<file path="config.mk">
export PLATFORM = sky130hd
export DESIGN_NAME = fetch_unit
export DESIGN_NICKNAME = d
export VERILOG_FILES = /design/src/rtl/mips_isa_pkg.sv /design/src/rtl/fetch_fifo.sv /design/src/rtl/fetch_unit.sv
export SDC_FILE = /design/constraint.sdc
export NUM_CORES = 1
export LEC_CHECK = 0
export BUFFER_PORTS_ARGS = -buffer_cell sky130_fd_sc_hd__buf_4
export CAP_MARGIN = 20
export CORE_ASPECT_RATIO = 1.2
export CORE_UTILIZATION = 58
export CTS_CLUSTER_DIAMETER = 200
export CTS_CLUSTER_SIZE = 30
export DETAILED_ROUTE_END_ITERATION = 8
export GPL_TIMING_DRIVEN = 0
export MAX_ROUTING_LAYER = met4
export PLACE_DENSITY = 0.9
export REMOVE_ABC_BUFFERS = 1
export SYNTH_ARGS = -nofsm -noshare
export SYNTH_HDL_FRONTEND = slang
export SYNTH_SLANG_ARGS = --single-unit
</file>
<file path="constraint.sdc">
create_clock -name clk -period 4.39 [get_ports clk]
set_clock_uncertainty 0.15 [all_clocks]
set_input_delay 0 -clock clk [delete_from_list [all_inputs] [get_ports clk]]
set_output_delay 0 -clock clk [all_outputs]
set_load 0.01 [all_outputs]
</file>
<file path="src/rtl/mips_isa_pkg.sv">
// ============================================================================
// Module      : mips_isa_pkg
// Description : Shared ISA constants, instruction fields and fetch FSM states
// Revision    : 1.0 - initial release
// ============================================================================
`default_nettype none

package mips_isa_pkg;

  localparam logic [5:0] c_op_addu = 6'd1;
  localparam logic [5:0] c_op_beq  = 6'd2;
  localparam logic [5:0] c_op_lw   = 6'd3;
  localparam logic [5:0] c_op_mult = 6'd4;
  localparam logic [5:0] c_op_addi = 6'd5;
  localparam logic [5:0] c_op_j    = 6'd6;
  localparam logic [5:0] c_op_nop  = 6'd7;

  // Bubble: nop opcode, every other field zero
  localparam logic [31:0] c_nop_word = 32'h1C00_0000;

  localparam int c_op_msb     = 31;
  localparam int c_op_lsb     = 26;
  localparam int c_rs_msb     = 25;
  localparam int c_rs_lsb     = 21;
  localparam int c_rt_msb     = 20;
  localparam int c_rt_lsb     = 16;
  localparam int c_rd_msb     = 15;
  localparam int c_rd_lsb     = 11;
  localparam int c_imm_msb    = 15;
  localparam int c_imm_lsb    = 0;
  localparam int c_target_msb = 25;
  localparam int c_target_lsb = 0;

  typedef enum logic [1:0] {
    ST_IDLE = 2'd0,
    ST_WAIT = 2'd1,
    ST_DROP = 2'd2
  } fetch_state_t;

  function automatic logic [5:0] opcode_of(input logic [31:0] instr);
    return instr[c_op_msb:c_op_lsb];
  endfunction

endpackage

`default_nettype wire

</file>
<file path="src/rtl/fetch_fifo.sv">
// ============================================================================
// Module      : fetch_fifo
// Description : Synchronous prefetch FIFO with flush; head is read combinationally
// Revision    : 1.0 - initial release
// ============================================================================
`default_nettype none

module fetch_fifo #(
  parameter int DEPTH = 4,
  parameter int WIDTH = 64
) (
  input  logic                     clk,
  input  logic                     reset,
  input  logic                     push,
  input  logic                     pop,
  input  logic                     flush,
  input  logic [WIDTH-1:0]         din,
  output logic [WIDTH-1:0]         dout,
  output logic                     full,
  output logic                     empty,
  output logic [$clog2(DEPTH):0]   count
);
  import mips_isa_pkg::*;

  localparam int AW = $clog2(DEPTH);

  logic [WIDTH-1:0] r_mem [DEPTH];
  logic [AW:0]      r_wr_ptr;
  logic [AW:0]      r_rd_ptr;
  logic             w_do_push;
  logic             w_do_pop;

  // Extra wrap bit distinguishes full from empty when the indices match
  assign empty = (r_wr_ptr == r_rd_ptr);
  assign full  = (r_wr_ptr[AW] != r_rd_ptr[AW]) &&
                 (r_wr_ptr[AW-1:0] == r_rd_ptr[AW-1:0]);
  assign count = r_wr_ptr - r_rd_ptr;
  assign dout  = r_mem[r_rd_ptr[AW-1:0]];

  assign w_do_push = push && !full && !flush;
  assign w_do_pop  = pop && !empty && !flush;

  always_ff @(posedge clk or posedge reset) begin
    if (reset) begin
      r_wr_ptr <= '0;
      r_rd_ptr <= '0;
    end else if (flush) begin
      r_wr_ptr <= '0;
      r_rd_ptr <= '0;
    end else begin
      if (w_do_push) r_wr_ptr <= r_wr_ptr + 1'b1;
      if (w_do_pop)  r_rd_ptr <= r_rd_ptr + 1'b1;
    end
  end

  always_ff @(posedge clk) begin
    if (w_do_push) r_mem[r_wr_ptr[AW-1:0]] <= din;
  end

endmodule

`default_nettype wire

</file>
<file path="src/rtl/fetch_unit.sv">
// ============================================================================
// Module      : fetch_unit
// Description : PC, single-outstanding imem handshake, prefetch FIFO, redirect
// Revision    : 1.0 - initial release
// ============================================================================
`default_nettype none

module fetch_unit
  import mips_isa_pkg::*;
#(
  parameter logic [31:0] RESET_PC   = 32'd0,
  parameter logic [31:0] PC_STEP    = 32'd1,
  parameter int          FIFO_DEPTH = 4,
  parameter logic [31:0] NOP_WORD   = c_nop_word
) (
  input  logic        clk,
  input  logic        reset,
  output logic        imem_req,
  output logic [31:0] imem_addr,
  input  logic        imem_ack,
  input  logic [31:0] imem_rdata,
  input  logic        pc_s,
  input  logic [31:0] npc,
  input  logic        stall,
  output logic [31:0] ir,
  output logic [31:0] pc_o,
  output logic        ir_valid
);

  localparam int AW = $clog2(FIFO_DEPTH);

  fetch_state_t r_state;
  fetch_state_t w_next_state;
  logic [31:0]  r_fetch_pc;
  logic [31:0]  r_addr;
  logic [31:0]  r_ir;
  logic [31:0]  r_pc_o;
  logic         r_ir_valid;

  logic         w_issue;
  logic         w_ack_ok;
  logic         w_bypass;
  logic         w_push;
  logic         w_pop;
  logic         w_full;
  logic         w_empty;
  logic [AW:0]  w_count;
  logic [63:0]  w_head;
  logic [31:0]  w_inflight;
  logic         w_issue_ok;

  fetch_fifo #(
    .DEPTH (FIFO_DEPTH),
    .WIDTH (64)
  ) u_fifo (
    .clk   (clk),
    .reset (reset),
    .push  (w_push),
    .pop   (w_pop),
    .flush (pc_s),
    .din   ({r_addr, imem_rdata}),
    .dout  (w_head),
    .full  (w_full),
    .empty (w_empty),
    .count (w_count)
  );

  assign imem_req   = (r_state != ST_IDLE);
  assign imem_addr  = r_addr;
  assign ir         = r_ir;
  assign pc_o       = r_pc_o;
  assign ir_valid   = r_ir_valid;

  assign w_inflight = 32'(w_count) + 32'(imem_req);
  assign w_issue_ok = !w_full && (w_inflight < 32'(FIFO_DEPTH));

  always_comb begin
    w_next_state = r_state;
    w_issue      = 1'b0;
    w_ack_ok     = 1'b0;
    case (r_state)
      ST_IDLE: begin
        if (!pc_s && w_issue_ok) begin
          w_issue      = 1'b1;
          w_next_state = ST_WAIT;
        end
      end
      ST_WAIT: begin
        if (imem_ack) begin
          w_ack_ok     = !pc_s;
          w_next_state = ST_IDLE;
        end else if (pc_s) begin
          w_next_state = ST_DROP;
        end
      end
      // An ack retires the abandoned request even if another redirect arrives
      ST_DROP: begin
        if (imem_ack) w_next_state = ST_IDLE;
      end
      default: w_next_state = ST_IDLE;
    endcase
  end

  // An empty FIFO forwards the returning word straight to ir
  assign w_bypass = w_ack_ok && !stall && w_empty;
  assign w_push   = w_ack_ok && !w_bypass;
  assign w_pop    = !pc_s && !stall && !w_empty;

  always_ff @(posedge clk or posedge reset) begin
    if (reset) begin
      r_state    <= ST_IDLE;
      r_fetch_pc <= RESET_PC;
      r_addr     <= RESET_PC;
    end else begin
      r_state <= w_next_state;
      if (pc_s)          r_fetch_pc <= npc;
      else if (w_ack_ok) r_fetch_pc <= r_fetch_pc + PC_STEP;
      if (w_issue)       r_addr <= r_fetch_pc;
    end
  end

  always_ff @(posedge clk or posedge reset) begin
    if (reset) begin
      r_ir       <= NOP_WORD;
      r_pc_o     <= 32'd0;
      r_ir_valid <= 1'b0;
    end else if (pc_s) begin
      r_ir       <= NOP_WORD;
      r_ir_valid <= 1'b0;
    end else if (!stall) begin
      if (w_pop) begin
        r_pc_o     <= w_head[63:32];
        r_ir       <= w_head[31:0];
        r_ir_valid <= 1'b1;
      end else if (w_bypass) begin
        r_pc_o     <= r_addr;
        r_ir       <= imem_rdata;
        r_ir_valid <= 1'b1;
      end else begin
        r_ir       <= NOP_WORD;
        r_ir_valid <= 1'b0;
      end
    end
  end

endmodule

`default_nettype wire
</file>
-- Word-level counts from Yosys, hierarchy flattened
Memories as Yosys holds them, arrays and structs flattened.
Index checks and enable logic that the tools add are counted.
- memories: 1
- output and inout bits: 98
- RAM bits: 256
- input bits: 69
- word-level logic and storage cells: 78
- register bits: 137
- bitwise operators: 2
- eq/ne operators: 9
- multiplexer cells: 27
- add/sub/neg operators: 5
- reduce and logical (&&, ||, !) cells: 25
- magnitude comparators: 1
- memories (memory ; words ; width ; rd ports ; clocked after memory_dff ; wr ports ; line ; RTL):
    u_fifo.r_mem ; 4 ; 64 ; 1 ; 0 ; 1 ; fetch_fifo.sv:27 ; logic [WIDTH-1:0] r_mem [DEPTH];
- operator list (kind ; number):
    $mux 32 ; 8
    $add 32x1->32 const B ; 1
    $logic_and 1x1->1 ; 12
    $mux 3 ; 4
    $mux 1 ; 10
    $reduce_bool 2->1 ; 5
    $mux 2 ; 4
    $add 3x1->3 const B ; 2
    $ne 2x2->1 const B ; 3
    $pmux 2 s3 ; 1
    $reduce_and 3->1 ; 2
    $logic_not 1->1 ; 5
    $add 3x1->4 ; 1
    $lt 4x3->1 const B ; 1
    $eq 3x3->1 ; 1
    $ne 3x3->1 const B ; 1
    $sub 3x3->3 ; 1
    $eq 2x1->1 const B ; 1
    $eq 2x2->1 ; 1
    $eq 2x2->1 const B ; 1
    $logic_not 2->1 ; 1
    $not 1->1 ; 2
    $ne 1x1->1 ; 1

-- Depth between registers and ports, before layout
- depth after elaboration: 11
- mapped depth: 10
- depth with buffers taken out: 7

-- Cells and area by module
From an unflattened synthesis, not the netlist that was laid out.
- cells, all modules: 1000
- area total of the unflattened synthesis: 15850.2 um^2
- by module, submodules not included (module ; seq. area each (um^2) ; instances ; cells each ; area each (um^2)):
    fetch_fifo ; 7837.5 ; 1 ; 400 ; 9805.7
    fetch_unit ; 3281.9 ; 1 ; 600 ; 6044.5

-- Least setup slack after synthesis
No wires, ideal clock.
- path type: reg-to-reg
- start: reg u_fifo.r_rd_ptr[1]
- end: mem u_fifo.r_mem[3][0] (enable)
- library setup time: 431 ps
- cell stages (with the launch flop): 8
- period minus slack after synthesis: 3936 ps
- path buffers: 2
- required time: 3809 ps
- data arrival time: 3356 ps
- path slack: 454 ps
- cell sequence: dfrtp_1 clkbuf_1 clkbuf_1 inv_1 ha_1 nand2_1 a21o_1 and3_1
- word-level cells in the longest chain between the ends: 8
- elaborated cells on any way between the ends: 11
- those cells by class: eq/ne: 2; mux: 2; reduce/logical: 7
- RTL lines (element ; line ; RTL):
    from (decl) ; fetch_fifo.sv:29 ; logic [AW:0] r_rd_ptr;
    from (signal assigned) ; fetch_fifo.sv:52 ; if (w_do_pop) r_rd_ptr <= r_rd_ptr + 1'b1;
    $eq 3x3->1 ; fetch_fifo.sv:34 ; assign empty = (r_wr_ptr == r_rd_ptr);
    $logic_and 1x1->1 ; fetch_unit.sv:105 ; assign w_bypass = w_ack_ok && !stall && w_empty;
    $logic_not 1->1 ; fetch_unit.sv:106 ; assign w_push = w_ack_ok && !w_bypass;
    $logic_and 1x1->1 ; fetch_unit.sv:106 ;
    $logic_and 1x1->1 (*) (2 in series) ; fetch_fifo.sv:40 ; assign w_do_push = push && !full && !flush;
    $mux 1 (*) ; fetch_fifo.sv:57 ; if (w_do_push) r_mem[r_wr_ptr[AW-1:0]] <= din;
    $mux 1 (implied by the code) (*) ; fetch_fifo.sv:57 ;
    to (decl) ; fetch_fifo.sv:27 ;
Mark *: on every way between the ends. The rest lies on a longest branch, timed or not.

-- Worst setup path after layout
- start: reg u_fifo.r_rd_ptr[0]
- end: reg r_addr[3] (netlist: imem_addr[3])
- word-level cells in the longest chain between the ends: 7
- elaborated cells on any way between the ends: 10
- those cells by class: add/sub: 2; order compare: 1; eq/ne: 1; mux: 2; reduce/logical: 4
- RTL lines (element ; line ; RTL):
    $sub 3x3->3 / $eq 2x2->1 (equally long branches) ; fetch_fifo.sv:37, fetch_fifo.sv:36 ;
    $add 3x1->4 / $logic_and 1x1->1 (equally long branches) ; fetch_unit.sv:74, fetch_fifo.sv:35 ;
    $lt 4x3->1 / $logic_not 1->1 (equally long branches) ; fetch_unit.sv:75 ; assign w_issue_ok = !w_full && (w_inflight < 32'(FIFO_DEPTH));
    $logic_and 1x1->1 (*) ; fetch_unit.sv:75 ;
    $logic_and 1x1->1 (*) ; fetch_unit.sv:83 ; if (!pc_s && w_issue_ok) begin
    $mux 1 (*) ; fetch_unit.sv:83 ;
    $mux 1 (*) ; fetch_unit.sv:81 ; case (r_state)
    to (signal assigned) ; fetch_unit.sv:118 ; if (w_issue) r_addr <= r_fetch_pc;
    to (decl) ; fetch_unit.sv:35 ; logic [31:0] r_addr;
Marked as above.
A chain may end at the register's enable or synchronous reset.

==> flow_summary_export.csv <==
group,metric,value,unit
sta,period_needed,3390,ps
sta,maxSlewViolCount,0,
critical_path,required,4650,ps
floorplanning,initial_core_util,0.594,
cts,clock-root-buffer,"clkbuf_16",
power,clkPwrFrac,0.210,
synth,syn_area_per_cell,16.2,um2
synth,synth_edf_count,256,
critical_path,cp_cell_sequence,"ha_1 > fa_1 > a21boi_0 > mux2i_1 > nor3_4 > buf_8 > mux2_2",
global_routing,grt_pass1_vias,9881,
cts,cts.repair.resized,0,
power,peakVddDrop,0.000403,V
drt,drt_first_pass_iters,7,
synth,ys_warn_count,0,
power,seqPwrFrac,0.577,
cts,tritoncts,"done",
sta,fin_crit_sh,0.771,
cts,cts_buffer_depth,3,
critical_path,critPathMaxFanout,26,
critical_path,slowest_stage,"dfrtp_4",
drt,first_iter_violations,870,
cts,cts.clk_slew.worst_paths,110,ps
global_routing,antenna_found_initial,0,
job,maxCapViolCount,0,
min_path,min_path_type,"in -> reg",
synth,post_synth_inst_count,969,
sta,setup_tns,0,ps
status,outcome,"finished with violations",
floorplanning,die_x,152,um
sta,timing.slew.headroom,0.364,
global_routing,grt_max_degree,93,
sta,finalHoldViolCount,0,
cts,cts_max_level,1,
place,place.gp.congestion,0.775,
synth,seq_area_frac_synth,0.708,
synth,synth_top_area_share,0.490,
global_routing,grtUsageTotal,0.270,
drt,totalWireLength,35.2,mm
global_routing,grt_pass1_wl,55.5,mm
power,p_leak,7.18,nW
floorplanning,die_height,182,um
layout,drive_gt1_frac,0.259,
place,place_area,0.0175,mm2
power,power_density,460,mW/mm2
drt,route.detailed.drc,13,
power,sw_frac_of_total,0.279,
sta,setup_viol,0,
layout,syn_to_final_growth,21.1,%
power,p_sw,0.00244,W
power,pwr-share-comb,0.213,
floorplanning,ios,167,
cts,cts_hold_buf,98,
synth,yosys-top-cells-area,"edfxtp_1, dfrtp_1, mux4_2",
critical_path,critPathLaunchType,"flip-flop",
cts,cts_inserted_buffers,17,
synth,synthTopCellsByCount,"edfxtp_1, dfrtp_1, nand2_1",
cts,postCtsSetupRepairBufs,0,
critical_path,cpPeakStageDelay,840,ps
sta,rsz0062_at_grt,"false",
place,numPortBuffers,166,
synth,synthFlopType,"edfxtp_1",
critical_path,worst-setup-path-type,"reg -> reg",
floorplanning,rows,65,
synth,ys_seq_elements,393,
layout,stdcell_area,0.0190,mm2
power,internal-power,0.00630,W
synth,yosys.area.top_type,"edfxtp_1",
sta,fmax,295,MHz
synth,async_flop_share,0.349,
layout,diodes,0,
floorplanning,core,0.0264,mm2
status,violations,"DRC",
global_routing,grt_overflow,0,
drt,final_antenna_net_count,0,
synth,synth.most_common_cell,"edfxtp_1",
synth,syn-cell-area,0.0157,mm2
critical_path,end_kind,"flip-flop",
drt,wl_per_cell,22.6,um
critical_path,arrival,3640,ps
layout,num-fill-cells,1596,
cts,cts_sinks,393,
place,dpl.hpwl,20.9,mm
floorplanning,die_area,0.0277,mm2
synth,yosysUniqueCellTypes,47,
drt,routed-via-count,9630,
cts,clk_latency,510,ps
sta,worst_pin_slew,951,ps
layout,nets,1293,
drt,viasPerCell,6.17,
==> path summary, 6_finish.rpt <==
| check | slack, ps | startpoint | cells after the start | to |
|---|---|---|---|---|
| worst max-delay path | 1000 | u_fifo.r_rd_ptr[0] | 7 | imem_addr[3] |
| worst min-delay path | 80 | imem_rdata[28] | 2 | u_fifo.r_mem[1][28] |
| worst max register to register | 1000 | u_fifo.r_rd_ptr[0] | 7 | imem_addr[3] |
| worst min register to register | 330 | ir[14] | 2 | ir[14] |
| max in group asynchronous | 2690 | reset | 5 | r_fetch_pc[12] |
| min in group asynchronous | 560 | reset | 4 | ir[7] |
==> worst max-delay path: cells and delay by family, from the launching register on <==
kind | cells | cell delay (ps)
fa+ha+maj | 2 | 460
mux | 2 | 550
buf+inv | 1 | 260
simple gates | 1 | 820
compound gates | 1 | 190
flops | 1 | 840
==> placed cells by master, fill, tap and decap left out, types with 25 or more instances in the layout <==
cell type	n
edfxtp_1	256
buf_4	170
dfrtp_1	132
nand2_1	124
dlygate4sd3_1	98
mux4_2	64
o21ai_0	48
mux2i_1	35
mux2_2	31
a22oi_1	29
nor2_1	25
==> cells by family after synthesis <==
family                   share of synthesized area
AO/OA/AOI/OAI                               0.0504
XOR/XNOR                                   0.00781
flip-flops                                   0.708
AND/OR/NAND/NOR                             0.0710
adder cells (fa/ha/maj)                    0.00765
buffers and inverters                       0.0169
multiplexers                                 0.138
==> registers in the layout, indices dropped and copies added, names as in the netlist <==
register,cells
ir,32
r_state,2
ir_valid,1
u_fifo.r_mem,256
r_fetch_pc,32
imem_addr,32
pc_o,32
u_fifo.r_wr_ptr,3
u_fifo.r_rd_ptr,3
==> through the flow <==
stage | util | instances | hold slack (ps) | setup WS [ps] | power (W)
floorplan | - | 916 | -86.9 | -1990 | 0.00590
global placement | 0.649 | 1417 | 44.4 | -6140 | 0.00678
detailed placement | 0.663 | 1433 | -77.0 | 999 | 0.00688
CTS | 0.719 | 1560 | 58.3 | 982 | 0.00876
global route | 0.719 | 1560 | 70.7 | 760 | 0.00912
finish | 0.719 | 1560 | 79.9 | 1000 | 0.00874
==> metal layers <==
| layer | vias up | GRT usage | part of all wire |
|---|---|---|---|
| met3 | 60 | 0.0247 | 0.060 |
| met2 | 394 | 0.468 | 0.53 |
| met1 | 4961 | 0.343 | 0.39 |
| met4 | 0 | 0.0784 | 0.023 |
| li1 | 4215 | - | - |
| met5 | - | - | 0 |
==> power groups by stage <==
stage               registers (W)  clock network, W  logic [W]
global route              0.00512           0.00199    0.00201
CTS                       0.00504           0.00187    0.00185
global placement          0.00514                 0    0.00165
detailed placement        0.00512                 0    0.00176
floorplan                 0.00514                 0   0.000762
finish                    0.00505           0.00183    0.00186
==> area by class of cell <==
class / count / area, um2 / area share
Sequential cell: 393 / 11100 / 0.585
Clock buffer: 28 / 467 / 0.0246
Tap cell: 335 / 419 / 0.0221
Inverter: 12 / 50.0 / 0.00263
Clock inverter: 1 / 30.0 / 0.00158
Multi-Input combinational cell: 511 / 4360 / 0.229
Timing Repair Buffer: 280 / 2550 / 0.134
No activity file was read; power rests on OpenSTA's default activity.
